## src/rtl/ts_injection_pkg.sv

```systemverilog
// Shared definitions for the time-sensitive injection descriptor path:
// cache geometry, dispatcher FSM encodings and descriptor field layout.
package ts_injection_pkg;

  localparam int TS_DESC_W     = 45;
  localparam int TS_SLOT_NUM   = 32;
  localparam int TS_SLOT_IDX_W = 5;
  localparam int TS_CNT_W      = 16;

  // Dispatcher states; encoding 3 is unused and recovers to IDLE.
  typedef enum logic [1:0] {
    TDD_IDLE   = 2'd0,
    TDD_READ   = 2'd1,
    TDD_OUTPUT = 2'd2
  } tdd_state_e;

  // Descriptor field layout, shared with the forwarding stage.
  localparam int TS_DESC_BUFID_LSB   = 0;
  localparam int TS_DESC_BUFID_W     = 9;
  localparam int TS_DESC_PKTLEN_LSB  = 9;
  localparam int TS_DESC_PKTLEN_W    = 11;
  localparam int TS_DESC_OUTPORT_LSB = 20;
  localparam int TS_DESC_OUTPORT_W   = 8;
  localparam int TS_DESC_FLOWID_LSB  = 28;
  localparam int TS_DESC_FLOWID_W    = 14;
  localparam int TS_DESC_PRIO_LSB    = 42;
  localparam int TS_DESC_PRIO_W      = 3;

endpackage

```

## src/rtl/ts_descriptor_slot_cache.sv

```systemverilog
// 32-slot descriptor store with per-slot valid bits. A host write and a
// dispatcher clear may target the same slot in one cycle; the write wins,
// and the read port still returns the content held before that edge.
module ts_descriptor_slot_cache
  import ts_injection_pkg::*;
#(
  parameter int DESC_W = TS_DESC_W
) (
  input  logic                     i_clk,
  input  logic                     i_rst,
  input  logic                     i_wr,
  input  logic [TS_SLOT_IDX_W-1:0] iv_waddr,
  input  logic [DESC_W-1:0]        iv_wdata,
  input  logic                     i_clr,
  input  logic [TS_SLOT_IDX_W-1:0] iv_raddr,
  output logic [DESC_W-1:0]        ov_rdata,
  output logic                     o_rvalid,
  output logic                     o_overwrite
);

  logic [DESC_W-1:0]      slot_mem [TS_SLOT_NUM];
  logic [TS_SLOT_NUM-1:0] valid_q;
  logic [TS_SLOT_NUM-1:0] valid_d;

  // Per-slot valid update: set on write, cleared on dispatch, write has priority.
  generate
    for (genvar gi = 0; gi < TS_SLOT_NUM; gi++) begin : g_slot
      localparam logic [TS_SLOT_IDX_W-1:0] SLOT_IDX = TS_SLOT_IDX_W'(gi);
      assign valid_d[gi] = (i_wr && (iv_waddr == SLOT_IDX)) ||
                           (valid_q[gi] && !(i_clr && (iv_raddr == SLOT_IDX)));
    end
  endgenerate

  // Descriptor storage; contents are left untouched by reset.
  always_ff @(posedge i_clk) begin
    if (i_wr) begin
      slot_mem[iv_waddr] <= iv_wdata;
    end
  end

  // Valid vector register.
  always_ff @(posedge i_clk) begin
    if (i_rst) begin
      valid_q <= '0;
    end else begin
      valid_q <= valid_d;
    end
  end

  assign ov_rdata    = slot_mem[iv_raddr];
  assign o_rvalid    = valid_q[iv_raddr];
  assign o_overwrite = i_wr && valid_q[iv_waddr];

endmodule

```

## src/rtl/ts_injection_descriptor_dispatch.sv

```systemverilog
// Accepts injection addresses from the scheduler, fetches the cached
// descriptor for that slot and hands it to the forwarding stage, keeping
// saturating counts of empty-slot requests and slot overwrites.
module ts_injection_descriptor_dispatch
  import ts_injection_pkg::*;
#(
  parameter int DESC_W = TS_DESC_W,
  parameter int CNT_W  = TS_CNT_W
) (
  input  logic                     i_clk,
  input  logic                     i_rst,
  input  logic [DESC_W-1:0]        iv_ts_descriptor_wdata,
  input  logic [TS_SLOT_IDX_W-1:0] iv_ts_descriptor_waddr,
  input  logic                     i_ts_descriptor_wr,
  input  logic [TS_SLOT_IDX_W-1:0] iv_ts_injection_addr,
  input  logic                     i_ts_injection_addr_wr,
  output logic                     o_ts_injection_addr_ack,
  output logic [DESC_W-1:0]        ov_ts_descriptor,
  output logic                     o_ts_descriptor_wr,
  input  logic                     i_ts_descriptor_ready,
  output logic [CNT_W-1:0]         ov_miss_cnt,
  output logic [CNT_W-1:0]         ov_overwrite_cnt,
  output logic [1:0]               ov_tdd_state
);

  tdd_state_e               state_q, state_d;
  logic [TS_SLOT_IDX_W-1:0] addr_q, addr_d;
  logic                     ack_q, ack_d;
  logic [DESC_W-1:0]        desc_q, desc_d;
  logic                     desc_wr_q, desc_wr_d;
  logic [CNT_W-1:0]         miss_cnt_q, miss_cnt_d;
  logic [CNT_W-1:0]         ovw_cnt_q, ovw_cnt_d;

  logic                     slot_clr;
  logic [DESC_W-1:0]        slot_rdata;
  logic                     slot_valid;
  logic                     slot_overwrite;

  ts_descriptor_slot_cache #(
    .DESC_W (DESC_W)
  ) u_slot_cache (
    .i_clk       (i_clk),
    .i_rst       (i_rst),
    .i_wr        (i_ts_descriptor_wr),
    .iv_waddr    (iv_ts_descriptor_waddr),
    .iv_wdata    (iv_ts_descriptor_wdata),
    .i_clr       (slot_clr),
    .iv_raddr    (addr_q),
    .ov_rdata    (slot_rdata),
    .o_rvalid    (slot_valid),
    .o_overwrite (slot_overwrite)
  );

  // Next-state, output and counter logic for the dispatcher.
  always_comb begin
    state_d    = state_q;
    addr_d     = addr_q;
    ack_d      = 1'b0;
    desc_d     = desc_q;
    desc_wr_d  = desc_wr_q;
    miss_cnt_d = miss_cnt_q;
    ovw_cnt_d  = ovw_cnt_q;
    slot_clr   = 1'b0;

    if (slot_overwrite && (ovw_cnt_q != '1)) begin
      ovw_cnt_d = ovw_cnt_q + CNT_W'(1);
    end

    case (state_q)
      TDD_IDLE: begin
        if (i_ts_injection_addr_wr) begin
          addr_d  = iv_ts_injection_addr;
          ack_d   = 1'b1;
          state_d = TDD_READ;
        end
      end
      TDD_READ: begin
        // The scheduler sees the ack this cycle, so its request is not re-sampled here.
        if (slot_valid) begin
          desc_d    = slot_rdata;
          desc_wr_d = 1'b1;
          slot_clr  = 1'b1;
          state_d   = TDD_OUTPUT;
        end else begin
          if (miss_cnt_q != '1) begin
            miss_cnt_d = miss_cnt_q + CNT_W'(1);
          end
          state_d = TDD_IDLE;
        end
      end
      TDD_OUTPUT: begin
        if (i_ts_descriptor_ready) begin
          desc_wr_d = 1'b0;
          desc_d    = '0;
          state_d   = TDD_IDLE;
        end
      end
      default: begin
        desc_wr_d = 1'b0;
        desc_d    = '0;
        state_d   = TDD_IDLE;
      end
    endcase
  end

  // Dispatcher registers; reset abandons any descriptor in flight.
  always_ff @(posedge i_clk) begin
    if (i_rst) begin
      state_q    <= TDD_IDLE;
      addr_q     <= '0;
      ack_q      <= 1'b0;
      desc_q     <= '0;
      desc_wr_q  <= 1'b0;
      miss_cnt_q <= '0;
      ovw_cnt_q  <= '0;
    end else begin
      state_q    <= state_d;
      addr_q     <= addr_d;
      ack_q      <= ack_d;
      desc_q     <= desc_d;
      desc_wr_q  <= desc_wr_d;
      miss_cnt_q <= miss_cnt_d;
      ovw_cnt_q  <= ovw_cnt_d;
    end
  end

  assign o_ts_injection_addr_ack = ack_q;
  assign ov_ts_descriptor        = desc_q;
  assign o_ts_descriptor_wr      = desc_wr_q;
  assign ov_miss_cnt             = miss_cnt_q;
  assign ov_overwrite_cnt        = ovw_cnt_q;
  assign ov_tdd_state            = state_q;

endmodule

```

## config.mk

```make
export PLATFORM = sky130hd
export DESIGN_NAME = ts_injection_descriptor_dispatch
export DESIGN_NICKNAME = d
export VERILOG_FILES = /design/src/rtl/ts_injection_pkg.sv /design/src/rtl/ts_descriptor_slot_cache.sv /design/src/rtl/ts_injection_descriptor_dispatch.sv
export SDC_FILE = /design/constraint.sdc
export NUM_CORES = 2
export LEC_CHECK = 0
export ABC_AREA = 0
export CORE_MARGIN = 5
export CORE_UTILIZATION = 40
export CTS_CLUSTER_DIAMETER = 100
export DETAILED_ROUTE_END_ITERATION = 10
export HOLD_SLACK_MARGIN = 0.06
export PLACE_DENSITY_LB_ADDON = 0.08
export SYNTH_ARGS = -nofsm -noshare
export SYNTH_HDL_FRONTEND = slang
export SYNTH_SLANG_ARGS = --single-unit
```

## constraint.sdc

```tcl
create_clock -name i_clk -period 7.1 [get_ports i_clk]
set_input_delay 0.71 -clock i_clk [delete_from_list [all_inputs] [get_ports i_clk]]
set_output_delay 0.71 -clock i_clk [all_outputs]
set_load 0.02 [all_outputs]
```

==> metrics <==
outcome finished, final reports clean; Synth Area in Adders 0.000418; Hold Path End ov_ts_descriptor[14]; Fin Setup TNS 0 ns; Cell Area, Synth between 0.05 and 0.06 mm2; worst hold slack 0.459 ns; Post-CTS Resized 0; mux cell area share after synthesis 0.178; I/O pins 141; critical path arrival around 4.4 ns; hold_buf cts 0; Die Y 397 um; commonest cells in the netlist edfxtp_1, mux4_2, mux2i_1, dfxtp_1, clkbuf_1; Max-slew headroom 0.128; kind of critical path input pin to flip-flop; worst skew pair latency 0.78 ns; Clock H-tree levels 4; CTS tree built; layout cells sized above 1 0.248; CTS buffer count 168; Area Overhead vs Synth 15.1%; Routability Congestion 0.772; reg2reg path depth 6; IO Port Bufs 140; initial antenna violation count 0; top-count cell post-synth edfxtp_1; DR vias/cell 5.67; worst-margin pin slew 1.30 ns; DRT iter0 DRCs 2206; grt ovf 0; first-pass GRT wire length 215 mm; hold path cells 1; nets@finish 2995; fraction of the cycle the final worst path needs 0.566; Die ar. 0.157 mm2; Crit. End Element flip-flop; final setup fails 0; XOR/XNOR share of the synthesized area 0.00117; post-synth top area share 0.723; Post-DRT Antenna Nets 0; syn avg cell area 22.0 um2; total setup buffers inserted after CTS 0; Seq/Total Area, Yosys 0.764; main combinational cell family by area after synthesis multiplexers; area share of and/or/nand/nor cells after synthesis 0.0155; flop-to-flop setup slack 3.30 ns; Global Route Usage Sum 0.188; pwr dens 284 mW/mm2; Synth area leader edfxtp_1; #FFs+latches synth 1563; clk root buf clkbuf_16; via count 28.3k; RSZ-0062 raised after global routing false; FFs w/ async S/R, synth 0; Synth Area in Compound Gates 0.0276; WL final around 150 mm; Final Hold Viols 0; HPWL after DPL 80.3 mm; largest net degree at the start of global routing roughly 160; Die W ~400 um; Initial Utilization 0.404; Pre-antenna DRT Iters 5; WL/cell between 20 and 30 um; worst reg2reg path endpoint o_ts_descriptor_wr; core area 0.148 mm2; # fillers ~12k; number of global-route vias before repair 30.3k; Clock transition at path regs around 0.06 ns; Clock Sinks 1563; Worst Skew 0.0241 ns; Post-Syn Instances ~2.7k; IR Drop Worst-Case VDD between 0.00015 and 0.0002 V; post-layout min period 4.02 ns; startpoint of the worst hold path ov_ts_descriptor[14]; Lkg Pwr 20.7 nW; FP Rows around 140; Post-synth EDFFs 1440; top post-synthesis cells by area edfxtp_1, mux4_2, dfxtp_1, mux2i_1, o2bb2ai_1; Achievable Freq 249 MHz; Slew Viols, Final 0; synthesized net count between 2k and 3k; r2r startpoint addr_q[1]; CP startpoint kind input pin; Max-cap violations 0; Ys Warns 0; CTS max path bufs 3; count of cell types in the netlist 53; DRC Markers 0; CP max FO 25; Critical Path RT 7.52 ns; Hold Path Class flip-flop to flip-flop; Synth Flop Type edfxtp_1
==> layout by cell type, fill, tap and decap left out, types with 10 or more instances in the layout <==
cell type	netlist	routed
edfxtp_1	1440	1440
mux4_2	414	414
clkbuf_16	0	173
clkdlybuf4s50_1	0	139
mux2i_1	125	125
dfxtp_1	123	118
a21oi_1	74	74
buf_4	3	58
clkbuf_1	96	52
o22ai_1	45	45
o2bb2ai_1	45	45
nor2_1	51	35
clkinv_2	0	35
nand2_1	30	30
o31ai_1	29	29
clkinv_1	0	25
nor2_4	0	16
nand3_1	14	14
nand4_1	13	13
clkbuf_8	0	12
nor2b_1	11	11
or3_1	10	10
o21ai_0	10	10
o311ai_1	10	10
==> critical path, cell delays in order <==
cell and delay [ns]:
clkdlybuf4s50_1 1.17, nand4_1 0.81, nor2_4 1.16, buf_4 0.53
==> area by class of cell <==
cell class	instances	area, um2	area share
tap	1930	2410	0.0351
sequential	1563	45700	0.664
timing repair buffer	204	1950	0.0284
antenna	1	2.50	0.0000364
clock inverter	65	473	0.00687
multi-input combinational	976	13500	0.196
clock buffer	237	4690	0.0681
inverter	20	91.3	0.00133
==> flip-flops by register name (all words and copies together), names as in the netlist, named ones only <==
register and cells:
u_slot_cache.slot_mem 1440, ov_ts_descriptor 45, u_slot_cache.valid_q 32, ov_miss_cnt 16
ov_overwrite_cnt 16, addr_q 5, ov_tdd_state 2, o_ts_descriptor_wr 1
o_ts_injection_addr_ack 1
==> metal layers <==
metal | up-vias | GRT usage | routed length [um]
li1 | 12000 | - | -
met1 | 15400 | 0.271 | 65900
met2 | 780 | 0.304 | 71900
met3 | 181 | 0.0310 | 7380
met4 | 0 | 0.0442 | 2820
met5 | - | 0 | 0
==> through the flow <==
stage,setup WS [ns],cells,cell area [um2],util,total power [mW]
5_1_grt,2.92,4995,68800,0.464,20.3
3_3_place_gp,2.42,4693,63700,0.430,11.5
3_5_place_dp,2.22,4693,63700,0.430,11.6
2_1_floorplan,1.93,2717,59800,-,11.1
6_report,3.08,4996,68800,0.464,19.6
4_1_cts,3.05,4995,68800,0.464,19.8
==> where the power goes <==
group | internal (mW) | switching [mW] | total (mW) | leakage, nW
clock | 4.74 | 3.47 | 8.21 | 2.53
combinational | 0.452 | 0.646 | 1.10 | 4.19
sequential | 10.2 | 0.0739 | 10.2 | 14.0
total | 15.4 | 4.19 | 19.6 | 20.7
==> how the worst max path moves through the flow <==
| stage | from | endpoint |
|---|---|---|
| finish | iv_ts_descriptor_waddr[0] | u_slot_cache.slot_mem[23][15] |
| floorplan | iv_ts_descriptor_waddr[0] | u_slot_cache.slot_mem[17][0] |
| detailed placement | iv_ts_descriptor_waddr[0] | u_slot_cache.slot_mem[23][15] |
| CTS | iv_ts_descriptor_waddr[0] | u_slot_cache.slot_mem[23][17] |
| global placement | iv_ts_descriptor_waddr[0] | u_slot_cache.slot_mem[23][15] |
| global route | iv_ts_descriptor_waddr[0] | u_slot_cache.slot_mem[23][15] |
==> kinds of logic (layout without fill, tap and decap cells) <==
group | after synthesis | count (layout)
mux | 545 | 545
other cells | 0 | 1
compound gates | 242 | 242
fa+ha+maj | 2 | 2
flops | 1563 | 1563
xor+xnor | 8 | 8
buf+inv | 178 | 526
simple gates | 179 | 179
No activity file was read; power rests on OpenSTA's default activity.
